==> src/rtl/rf_pkg.sv <==
// Shared constants and write-request type for the register-file write path.
// Default parameter values for the write arbiter and its result buffer.
package rf_pkg;

  localparam int DATA_W       = 16;
  localparam int ADDR_W       = 2;
  localparam int NUM_REGS     = 1 << ADDR_W;
  localparam int FIFO_DEPTH   = 2;
  localparam int STARVE_LIMIT = 3;

  typedef struct packed {
    logic              we;
    logic [ADDR_W-1:0] rd;
    logic [DATA_W-1:0] data;
  } wr_req_t;

  function automatic logic [NUM_REGS-1:0] rd_onehot(input logic [ADDR_W-1:0] rd);
    return NUM_REGS'(1) << rd;
  endfunction

endpackage

==> src/rtl/rf_wr_fifo.sv <==
// Synchronous FIFO of {rd, data} multi-cycle results.
// Per-slot valid and rd vectors are exported so the arbiter can build its pending mask.
module rf_wr_fifo #(
  parameter int RD_W   = 2,
  parameter int DATA_W = 16,
  parameter int DEPTH  = 2,
  localparam int PTR_W = $clog2(DEPTH),
  localparam int CNT_W = $clog2(DEPTH + 1)
) (
  input  logic                        clk,
  input  logic                        reset,
  input  logic                        push,
  input  logic [RD_W-1:0]             push_rd,
  input  logic [DATA_W-1:0]           push_data,
  input  logic                        pop,
  output logic [RD_W-1:0]             head_rd,
  output logic [DATA_W-1:0]           head_data,
  output logic [CNT_W-1:0]            count,
  output logic                        full,
  output logic                        empty,
  output logic [DEPTH-1:0]            ent_valid,
  output logic [DEPTH-1:0][RD_W-1:0]  ent_rd
);

  logic [RD_W-1:0]   rd_mem   [DEPTH];
  logic [DATA_W-1:0] data_mem [DEPTH];

  logic [PTR_W-1:0] wr_ptr_reg, rd_ptr_reg;
  logic [CNT_W-1:0] count_reg;
  logic             do_push, do_pop;

  assign full    = (count_reg == CNT_W'(DEPTH));
  assign empty   = (count_reg == '0);
  assign count   = count_reg;
  // A full buffer refuses pushes even when it pops in the same cycle.
  assign do_push = push && !full;
  assign do_pop  = pop && !empty;

  assign head_rd   = rd_mem[rd_ptr_reg];
  assign head_data = data_mem[rd_ptr_reg];

  always_ff @(posedge clk) begin
    if (!reset && do_push) begin
      rd_mem[wr_ptr_reg]   <= push_rd;
      data_mem[wr_ptr_reg] <= push_data;
    end
  end

  always_ff @(posedge clk) begin
    if (reset) begin
      wr_ptr_reg <= '0;
      rd_ptr_reg <= '0;
      count_reg  <= '0;
    end else begin
      if (do_push) wr_ptr_reg <= wr_ptr_reg + PTR_W'(1);
      if (do_pop)  rd_ptr_reg <= rd_ptr_reg + PTR_W'(1);
      case ({do_push, do_pop})
        2'b10:   count_reg <= count_reg + CNT_W'(1);
        2'b01:   count_reg <= count_reg - CNT_W'(1);
        default: count_reg <= count_reg;
      endcase
    end
  end

  // Slot gi holds live data when its distance from the read pointer is below count.
  generate
    for (genvar gi = 0; gi < DEPTH; gi++) begin : g_slot
      logic [PTR_W-1:0] offset;
      assign offset        = PTR_W'(gi) - rd_ptr_reg;
      assign ent_valid[gi] = (CNT_W'(offset) < count_reg);
      assign ent_rd[gi]    = rd_mem[gi];
    end
  endgenerate

endmodule

==> src/rtl/rf_write_arbiter.sv <==
// Shares the register-file write port between write-back and buffered multi-cycle results,
// with a starvation counter that forces a buffer slot and stalls write-back.
module rf_write_arbiter #(
  parameter int DATA_W       = rf_pkg::DATA_W,
  parameter int ADDR_W       = rf_pkg::ADDR_W,
  parameter int FIFO_DEPTH   = rf_pkg::FIFO_DEPTH,
  parameter int STARVE_LIMIT = rf_pkg::STARVE_LIMIT,
  localparam int NUM_REGS    = 1 << ADDR_W
) (
  input  logic                clk,
  input  logic                reset,
  input  logic                wb_we,
  input  logic [ADDR_W-1:0]   wb_rd,
  input  logic [DATA_W-1:0]   wb_data,
  input  logic                mu_valid,
  input  logic [ADDR_W-1:0]   mu_rd,
  input  logic [DATA_W-1:0]   mu_data,
  output logic                mu_ready,
  output logic                stall_wb,
  output logic                rf_we,
  output logic [ADDR_W-1:0]   rf_wa,
  output logic [DATA_W-1:0]   rf_wd,
  output logic [NUM_REGS-1:0] pend_mask
);
  import rf_pkg::*;

  localparam int CNT_W    = $clog2(FIFO_DEPTH + 1);
  localparam int STARVE_W = $clog2(STARVE_LIMIT + 1);
  localparam logic [STARVE_W-1:0] STARVE_MAX = STARVE_W'(STARVE_LIMIT);

  logic                                fifo_push, fifo_pop, fifo_full, fifo_empty;
  logic [ADDR_W-1:0]                   head_rd;
  logic [DATA_W-1:0]                   head_data;
  logic [CNT_W-1:0]                    fifo_count;
  logic [FIFO_DEPTH-1:0]               ent_valid;
  logic [FIFO_DEPTH-1:0][ADDR_W-1:0]   ent_rd;

  logic                has_head, force_buf, grant_wb, grant_buf;
  logic [STARVE_W-1:0] starve_cnt_reg, starve_cnt_next;
  logic                rf_we_reg, rf_we_next;
  logic [ADDR_W-1:0]   rf_wa_reg, rf_wa_next;
  logic [DATA_W-1:0]   rf_wd_reg, rf_wd_next;

  assign mu_ready  = (fifo_count < CNT_W'(FIFO_DEPTH));
  assign fifo_push = mu_valid && !fifo_full && !reset;
  assign fifo_pop  = grant_buf && !reset;

  rf_wr_fifo #(
    .RD_W   (ADDR_W),
    .DATA_W (DATA_W),
    .DEPTH  (FIFO_DEPTH)
  ) u_fifo (
    .clk       (clk),
    .reset     (reset),
    .push      (fifo_push),
    .push_rd   (mu_rd),
    .push_data (mu_data),
    .pop       (fifo_pop),
    .head_rd   (head_rd),
    .head_data (head_data),
    .count     (fifo_count),
    .full      (fifo_full),
    .empty     (fifo_empty),
    .ent_valid (ent_valid),
    .ent_rd    (ent_rd)
  );

  always_comb begin
    has_head  = !fifo_empty;
    force_buf = has_head && (starve_cnt_reg == STARVE_MAX);
    grant_wb  = wb_we && !force_buf;
    grant_buf = has_head && (!wb_we || force_buf);
    stall_wb  = !reset && wb_we && force_buf;
  end

  // The counter only advances while a buffered result loses to write-back.
  always_comb begin
    starve_cnt_next = '0;
    if (has_head && grant_wb) begin
      if (starve_cnt_reg != STARVE_MAX) starve_cnt_next = starve_cnt_reg + STARVE_W'(1);
      else                              starve_cnt_next = STARVE_MAX;
    end
  end

  // Address and data hold their last value on idle cycles; only rf_we drops.
  always_comb begin
    rf_we_next = grant_wb || grant_buf;
    rf_wa_next = rf_wa_reg;
    rf_wd_next = rf_wd_reg;
    if (grant_wb) begin
      rf_wa_next = wb_rd;
      rf_wd_next = wb_data;
    end else if (grant_buf) begin
      rf_wa_next = head_rd;
      rf_wd_next = head_data;
    end
  end

  always_ff @(posedge clk) begin
    if (reset) begin
      starve_cnt_reg <= '0;
      rf_we_reg      <= 1'b0;
      rf_wa_reg      <= '0;
      rf_wd_reg      <= '0;
    end else begin
      starve_cnt_reg <= starve_cnt_next;
      rf_we_reg      <= rf_we_next;
      rf_wa_reg      <= rf_wa_next;
      rf_wd_reg      <= rf_wd_next;
    end
  end

  assign rf_we = rf_we_reg;
  assign rf_wa = rf_wa_reg;
  assign rf_wd = rf_wd_reg;

  // Destinations still owed to the register file: buffered entries plus the write in flight.
  always_comb begin
    pend_mask = '0;
    for (int e = 0; e < FIFO_DEPTH; e++) begin
      if (ent_valid[e]) pend_mask[ent_rd[e]] = 1'b1;
    end
    if (rf_we_reg) pend_mask[rf_wa_reg] = 1'b1;
  end

endmodule
==> config.mk <==
export PLATFORM = sky130hd
export DESIGN_NAME = rf_write_arbiter
export DESIGN_NICKNAME = d
export VERILOG_FILES = /design/src/rtl/rf_pkg.sv /design/src/rtl/rf_wr_fifo.sv /design/src/rtl/rf_write_arbiter.sv
export SDC_FILE = /design/constraint.sdc
export NUM_CORES = 1
export LEC_CHECK = 0
export ABC_AREA = 1
export ABC_CLOCK_PERIOD_IN_PS = 2300
export CAP_MARGIN = 20
export CORE_MARGIN = 8
export CORE_UTILIZATION = 40
export CTS_CLUSTER_SIZE = 14
export DETAILED_ROUTE_END_ITERATION = 10
export PLACE_DENSITY = 0.67
export SYNTH_ARGS = -nofsm -noshare
export SYNTH_HDL_FRONTEND = slang
export SYNTH_SLANG_ARGS = --single-unit
==> constraint.sdc <==
create_clock -name clk -period 2.3 [get_ports clk]
set_input_delay 0.345 -clock clk [delete_from_list [all_inputs] [get_ports clk]]
set_output_delay 0.345 -clock clk [all_outputs]
set_load 0.05 [all_outputs]
### Yosys cells after proc, flatten, opt, wreduce, memory -nomap -nowiden

Memories as Yosys holds them, arrays and structs flattened. A register that Yosys moved wholly into a read port is not among the register bits.
Index checks and enable logic that the tools add are counted.

| storage, ports and cells | value |
|---|---|
| register bits after elaboration | 25 |
| bits in writable memories | 36 |
| bits of input ports | 40 |
| output and inout bits | 25 |
| logic and storage cells | 80 |
| memories | 2 |

Memory list:

| memory | words | width | read ports | clocked after memory_dff | wr ports | line | text |
|---|---|---|---|---|---|---|---|
| u_fifo.data_mem | 2 | 16 | 1 | 1 | 1 | rf_wr_fifo.sv:26 | `logic [DATA_W-1:0] data_mem [DEPTH];` |
| u_fifo.rd_mem | 2 | 2 | 3 | 1 | 1 | rf_wr_fifo.sv:25 | `logic [RD_W-1:0] rd_mem [DEPTH];` |

| operators by class | value |
|---|---|
| add/subtract/negate cells | 7 |
| $lt $le $gt $ge | 9 |
| eq/ne operators | 5 |
| mux-type cells | 21 |
| bitwise logic cells | 3 |
| reduce and logical (&&, ||, !) cells | 26 |

Operator list:

| cell | number |
|---|---|
| $mux W16 | 2 |
| $logic_and A1 B1 Y1 | 15 |
| $mux W4 | 3 |
| $lt A2 B3 Y1 const B | 3 |
| $mux W1 | 9 |
| $or A4 B4 Y4 | 2 |
| $demux W1 S2 | 3 |
| $eq A2 B2 Y1 const B | 3 |
| $ge A2 B1 Y1 const B | 3 |
| $mux W2 | 3 |
| $logic_not A1 Y1 | 5 |
| $add A2 B1 Y2 const B | 2 |
| $lt A1 B2 Y1 | 2 |
| $pmux W2 S2 | 1 |
| $reduce_bool A2 Y1 | 2 |
| $add A1 B1 Y1 const B | 2 |
| $eq A2 B1 Y1 const B | 1 |
| $logic_not A2 Y1 | 1 |
| $logic_or A1 B1 Y1 | 2 |
| $lt A2 B2 Y1 const B | 1 |
| $ne A2 B2 Y1 const B | 1 |
| $reduce_or A2 Y1 | 1 |
| $sub A1 B1 Y1 const A | 2 |
| $sub A2 B1 Y2 const B | 1 |
| $not A1 Y1 | 1 |

### Longest topological paths before layout

Gate-level depths: netlist of the first run.

| logic depth | value |
|---|---|
| depth after elaboration | 9 |
| gate-level depth with buffers | 10 |
| mapped depth without buffers | 10 |

### Modules after synthesis

A second synthesis of the first run with hierarchy kept.

| second synthesis, totals | value |
|---|---|
| cell total of the unflattened synthesis | 310 |
| area total of the unflattened synthesis | 2,894.0 um^2 |

By module, submodules not included:

| module | times used | cells an instance | area each (um^2) | seq. area each (um^2) |
|---|---|---|---|---|
| rf_wr_fifo | 1 | 98 | 1,610.3 | 1,181.1 |
| rf_write_arbiter | 1 | 212 | 1,283.7 | 420.4 |

### Worst setup path after synthesis of the first run

Ideal clock, no wire load.

| path | value |
|---|---|
| path kind | register to output |
| start | register u_fifo.count_reg[1], in the netlist u_fifo.count[1] |
| end | output stall_wb |
| arrival time | 1.841 ns |
| slack | 0.114 ns |
| stages on the path, launching flop included | 5 |
| cell sequence | dfxtp_1 inv_2 nand2_8 nand2_8 nor3_1 |

| between the ends | value |
|---|---|
| cells in the longest elaborated chain, start to end | 4 |

Ends and longest elaborated chain:

| what | line | text |
|---|---|---|
| start: declaration | rf_wr_fifo.sv:29 | `logic [CNT_W-1:0] count_reg;` |
| start signal: assignment | rf_wr_fifo.sv:58 | `2'b10: count_reg <= count_reg + CNT_W'(1);` |
| start signal: assignment | rf_wr_fifo.sv:59 | `2'b01: count_reg <= count_reg - CNT_W'(1);` |
| start signal: assignment | rf_wr_fifo.sv:60 | `default: count_reg <= count_reg;` |
| $logic_not A2 Y1 | rf_wr_fifo.sv:33 | `assign empty = (count_reg == '0);` |
| $logic_not A1 Y1 | rf_write_arbiter.sv:69 | `has_head = !fifo_empty;` |
| $logic_and A1 B1 Y1 | rf_write_arbiter.sv:70 | `force_buf = has_head && (starve_cnt_reg == STARVE_MAX);` |
| $logic_and A1 B1 Y1 | rf_write_arbiter.sv:73 | `stall_wb = !reset && wb_we && force_buf;` |
| end: declaration | rf_write_arbiter.sv:19 | `output logic stall_wb,` |

No other way between the ends.

### Final worst setup path of the first run

| path | value |
|---|---|
| start | register u_fifo.count_reg[0], in the netlist u_fifo.count[0] |
| end | output pend_mask[2] |

| between the ends | value |
|---|---|
| cells in the longest elaborated chain, start to end | 6 |
| elaborated cells between the ends (all ways) | 7 |
| classes of those cells | 2 x order compare; 3 x mux; 2 x bitwise |

Ends and longest elaborated chain:

| what | line | text |
|---|---|---|
| $lt A1 B2 Y1 | rf_wr_fifo.sv:70 | `assign ent_valid[gi] = (CNT_W'(offset) < count_reg);` |
| $mux W4 | rf_write_arbiter.sv:121 | `if (ent_valid[e]) pend_mask[ent_rd[e]] = 1'b1;` |
| $or A4 B4 Y4 (no source line) | - |  |
| $mux W4 * | rf_write_arbiter.sv:121 |  |
| $or A4 B4 Y4 (no source line) | - |  |
| $mux W4 * | rf_write_arbiter.sv:123 | `if (rf_we_reg) pend_mask[rf_wa_reg] = 1'b1;` |
| end: declaration | rf_write_arbiter.sv:23 | `output logic [NUM_REGS-1:0] pend_mask` |

Mark *: on every way between the ends. The rest lies on a longest branch, timed or not.

==> out/qor.csv, run 1 <==
metric,value,unit
core area,6720,sq um
MaxCap Viol Count,0,
most frequent cells in the layout,"nand2_1 (101), clkdlybuf4s50_1 (59), nand3_1 (40)",
DRT Wirelength,6570,um
PostCTS Resize Cnt,0,
fin. max-slew vios,0,
worst skew pair latency,340,ps
Worst Hold Class,reg2reg,
min Tclk post-route,2070,ps
worst relative slew slack,0.625,
Ant. Diodes,0,
max reg flops,32,
antenna-violating nets left,0,
Worst Skew,5.87,ps
Final Hold Vio Count,0,
Tcrit/Tclk final,0.900,
Layout Utilization,0.545,
DRC,0,
antenna violations before repair,0,
Root Buffer,clkbuf_8,
DR iter-0 viols,83,
# hold bufs at CTS,0,
dpl cells,444,
switching power,798,uW
CP endpoint kind,primary output,
wire length of the first global-routing pass,10600,um
RSZ-0062 raised after global routing,no,
post-synth cell types,25,
grt ovf,0,
CTS Sinks,62,
PD cells,748,nW/um^2
CTS Buffer Depth,2,
DPL Wire Length,4710,um
CP Data Required Time,1960,ps
Yosys warnings,0,
Ports,65,
WL/cell,14.3,um
Worst-path clk slew,70,ps
1st-pass router iterations,4,
met3 Use GR,0.0451,
Nets,416,
Switching Share,0.291,
Fmax achieved,0.483,GHz
Lkg Pwr,0.00155,uW
GRT Resource Usage Total,0.141,
status,"finished, final reports clean",
final setup TNS,0,ps
Setup CP Type,reg2out,
Setup crit start kind,flip-flop,
"most common cell after layout, fill and taps aside",nand2_1,
number of global-route vias before repair,2174,
CP max FO,5,
Post-CTS Setup Inserts,0,
Yosys reg bits,62,
die width,98.6,um
Post-Syn Instances,303,
global route hottest layer,met2,
Row Count,30,
largest net degree at the start of global routing,21,
Vias,2195,
syn_nets,344,
Starting Density,0.407,
Num CTS Buffers,9,
part of the power in registers,0.467,
combinational share of power,0.203,
register area share after synthesis,0.586,
power share of the clock group,0.330,
Vias/cell,4.77,
Synth-to-Final Area Change,33.9,%
Final Non-Filler Cells,460,
die area,9730,sq um
CTS tree,yes,
I/O Buffers,64,
worst path arrival time,1720,ps
cell-internal power,1940,uW
final setup violation count,0,
"Avg Cell Area, Syn",9.01,sq um
met1 usage,0.153,
layout cells sized above 1,0.116,
M2 GR Usage,0.236,
r2r setup slk,570,ps
actual slew at the worst max-slew pin,560,ps
CTS H-Tree Depth,3,
gp weighted congestion,0.772,
Die Ht,98.6,um
total power,2740,uW
worst hold slack,454,ps
worst vdd ir,0.351,mV
"Cell Area, Synth",2730,sq um
==> power groups by stage <==
stage / Sequential, uW / Combinational (uW) / Clock [uW]
finish: 1280 / 556 / 903
global route: 1280 / 597 / 979
CTS: 1280 / 563 / 921
detailed placement: 1300 / 561 / 0
global placement: 1300 / 554 / 0
floorplan: 1410 / 242 / 0
==> per-stage QoR <==
stage,worst slack [ps],instance area [sq um]
global route,99.8,3660
detailed placement,258,3480
CTS,264,3660
floorplan,114,2730
finish,231,3660
global placement,295,3480
==> routing by layer <==
metal | share of wire | vias up
met5 | 0 | -
met4 | 0.021 | 0
met3 | 0.056 | 11
met2 | 0.50 | 56
met1 | 0.42 | 1007
li1 | - | 1121
==> final cells by class <==
type	count	area, sq um
well taps	80	100
clock inverters	5	50.0
fillers	614	3060
clock buffers	11	131
flip-flops and latches	62	1600
repair buffers	70	711
inverters	30	113
multi-input cells	202	952
==> cell usage after synthesis (all sizes together) <==
library cell,n,share of area
a21oi,7,0.014
nand2,105,0.16
edfxtp,36,0.40
nor2,27,0.050
o21bai,1,0.0027
or2,7,0.016
clkbuf,1,0.0014
buf,8,0.022
o21ai,12,0.022
dfxtp,26,0.19
nand3,40,0.073
inv,30,0.041
ha,1,0.0046
nor3,2,0.0055
==> worst max-delay path: stages (launching register included) <==
cell     delay (ps)
dfxtp_1         430
inv_2           120
o21ai_0         380
nand3_1         160
nand3_1         100
buf_4           200
==> cell families (layout without fill, tap and decap cells) <==
group	Yosys count	after routing	share of synthesized area
flip-flops	62	62	0.586
AO/OA/AOI/OAI	20	20	0.0389
AND/OR/NAND/NOR	181	181	0.305
buffers and inverters	39	116	0.0650
adder cells (fa/ha/maj)	1	1	0.00458
==> final timing paths <==
check / to / start / cells after the start
setup / recovery: pend_mask[2] / u_fifo.count[0]$_SDFFE_PP0P_ / 5
hold / removal: rf_wd[7]$_SDFFE_PP0P_ / rf_wd[7]$_SDFFE_PP0P_ / 2
setup reg to reg: u_fifo.count[1]$_SDFFE_PP0P_ / u_fifo.count[0]$_SDFFE_PP0P_ / 9
hold reg to reg: rf_wd[7]$_SDFFE_PP0P_ / rf_wd[7]$_SDFFE_PP0P_ / 2
No activity file was read; power rests on OpenSTA's default activity.
==> run 2, diff against run 1 <==
- PLACE_DENSITY: 0.67 -> 0.66
- SYNTH_HIERARCHICAL: not set -> 1
==> run 2 against run 1 <==
Flip-flop and latch count is the same. Hold slack gained 43 ps. Critical path depth is the same. Final area grew 5.6%. Largest power group unchanged. Sequential share of layout area shrank 2.3 points. Clock power grew 12%. Largest cell class unchanged. Non-clock buffer count grew 2. Sequential power is essentially flat.
==> out/qor.csv, run 2 <==
metric,value,unit,change
Vias/cell,4.56,,-4.4%
I/O Buffers,64,,unchanged
DRC,0,,unchanged
CP max FO,5,,unchanged
Synth async-reset ratio,0,,unchanged
largest net degree at the start of global routing,21,,unchanged
cell taking the most area after synthesis,edfxtp_1,,
antenna-violating nets left,0,,unchanged
Yosys reg bits,62,,unchanged
actual slew at the worst max-slew pin,510,ps,-50.1 ps
1st-pass router iterations,5,,+1
Setup CP Type,reg2out,,
Ports,65,,unchanged
worst skew pair latency,330,ps,about the same
RSZ-0062 raised after global routing,no,,
CP Data Required Time,1960,ps,about the same
core area,7140,sq um,+6.2%
CTS H-Tree Depth,3,,unchanged
PostCTS Resize Cnt,0,,unchanged
Num CTS Buffers,9,,unchanged
CP endpoint kind,primary output,,
Row Count,31,,+3.3%
worst relative slew slack,0.659,,+0.0337
fin. max-slew vios,0,,unchanged
layout cells sized above 1,0.126,,+0.0105
post-synth cell types,24,,-4.0%
Nets,424,,+1.9%
PD cells,700,nW/um^2,-6.5%
die area,10200,sq um,+5.0%
worst path arrival time,1660,ps,-60 ps
fill count,689,,+12%
final setup violation count,0,,unchanged
number of global-route vias before repair,2318,,+6.6%
dpl cells,471,,+6.1%
Post-CTS Setup Inserts,0,,unchanged
Ant. Diodes,0,,unchanged
DRT Wirelength,6620,um,+0.73%
Lkg Pwr,0.00168,uW,+8.3%
Fmax achieved,0.499,GHz,+3.3%
WL/cell,13.6,um,-4.9%
grt ovf,0,,unchanged
list of most frequent post-synthesis cells,"nand2_1 (67), nand3_1 (54), inv_1 (51)",,
Root Buffer,clkbuf_8,,
most frequent cells in the layout,"nand2_1 (67), clkdlybuf4s50_1 (59), nand3_1 (54)",,
wire length of the first global-routing pass,11000,um,+3.7%
Final Hold Vio Count,0,,unchanged
"Cell Area, Synth",2890,sq um,+6.0%
CTS tree,yes,,
Worst Hold Class,reg2reg,,
Tcrit/Tclk final,0.871,,-0.0288
min Tclk post-route,2000,ps,-66.2 ps
GRT Resource Usage Total,0.139,,-0.00157
Post-Syn Instances,310,,+2.3%
die width,101,um,+2.5%
Final Non-Filler Cells,487,,+5.9%
MaxCap Viol Count,0,,unchanged
DPL Wire Length,4900,um,+3.9%
Worst Skew,5.56,ps,-0.305 ps
Die Ht,101,um,+2.5%
"Avg Cell Area, Syn",9.34,sq um,+3.6%
most common cell in the netlist,nand2_1,,
post-synth top area share,0.374,,-0.0222
register area share after synthesis,0.553,,-0.0330
Post-synth EDFFs,36,,unchanged
syn_nets,351,,+2.0%
"Top FF cell, synth",edfxtp_1,,
antenna violations before repair,0,,unchanged
CTS Sinks,62,,unchanged
DR iter-0 viols,105,,+27%
max reg flops,32,,unchanged
CTS Buffer Depth,2,,unchanged
Starting Density,0.406,,-0.00101
worst vdd ir,0.472,mV,+35%
status,"finished, final reports clean",,
Yosys warnings,6,,+6
Vias,2221,,+1.2%
final setup TNS,0,ps,unchanged
Synth-to-Final Area Change,33.5,%,
gp weighted congestion,0.759,,-1.7%
synth top area cells,"edfxtp_1 (37%), dfxtp_1 (18%), nand3_1 (9.3%)",,
"most common cell after layout, fill and taps aside",nand2_1,,
Setup crit start kind,flip-flop,,
Worst-path clk slew,70,ps,about the same
# hold bufs at CTS,0,,unchanged
-- run 2: layout make-up --
cell class	count	area, sq um	share of cell area
repair buffers	72	738	0.191
inverters	53	204	0.0528
clock inverters	5	73.8	0.0191
flip-flops and latches	62	1600	0.415
multi-input cells	185	991	0.256
well taps	99	124	0.0321
clock buffers	11	131	0.0340
-- run 2: per-stage QoR --
stage	area [sq um]	total power [uW]	hold WS [ps]	util	setup WS (ps)
after floorplan	2890	1550	417	-	211
after global placement	3660	1720	472	0.513	280
after detailed placement	3660	1730	490	0.513	218
after CTS	3860	2740	506	0.541	298
after global routing	3860	2820	529	0.541	124
final	3860	2700	497	0.541	297
-- run 2: final timing paths --
| kind | startpoint | end | slack [ps] | cells past startpoint |
|---|---|---|---|---|
| max | u_fifo/count[0]$_SDFFE_PP0P_ | pend_mask[0] | 300 | 5 |
| min | starve_cnt_reg[0]$_SDFF_PP0_ | starve_cnt_reg[0]$_SDFF_PP0_ | 500 | 1 |
| min reg2reg | starve_cnt_reg[0]$_SDFF_PP0_ | starve_cnt_reg[0]$_SDFF_PP0_ | 500 | 1 |
| max reg2reg | u_fifo/count[1]$_SDFFE_PP0P_ | u_fifo/count[1]$_SDFFE_PP0P_ | 390 | 14 |
-- run 2: layer usage --
metal,track usage,routed length [um]
met5,0,0
met4,0.0756,124
met3,0.0297,349
met2,0.236,3300
met1,0.159,2850
-- run 2: worst max-delay path, cell delays in order, from the launching register on --
cell and delay (ps):
dfxtp_1 400, inv_1 110, o21ai_0 380, nand3_1 130, nand3_1 100, buf_4 200
-- run 2: logic make-up after synthesis --
| kind of cell | Yosys count | share of synthesized area |
|---|---|---|
| AND/OR/NAND/NOR | 162 | 0.248 |
| flip-flops | 62 | 0.553 |
| multiplexers | 18 | 0.0830 |
| AO/OA/AOI/OAI | 4 | 0.00691 |
| buffers and inverters | 63 | 0.104 |
| adder cells (fa/ha/maj) | 1 | 0.00432 |
-- run 2: power breakdown --
| part | switching (uW) | internal, uW | total, uW |
|---|---|---|---|
| clock network | 402 | 604 | 1010 |
| registers | 28.8 | 1220 | 1250 |
| logic | 264 | 186 | 450 |
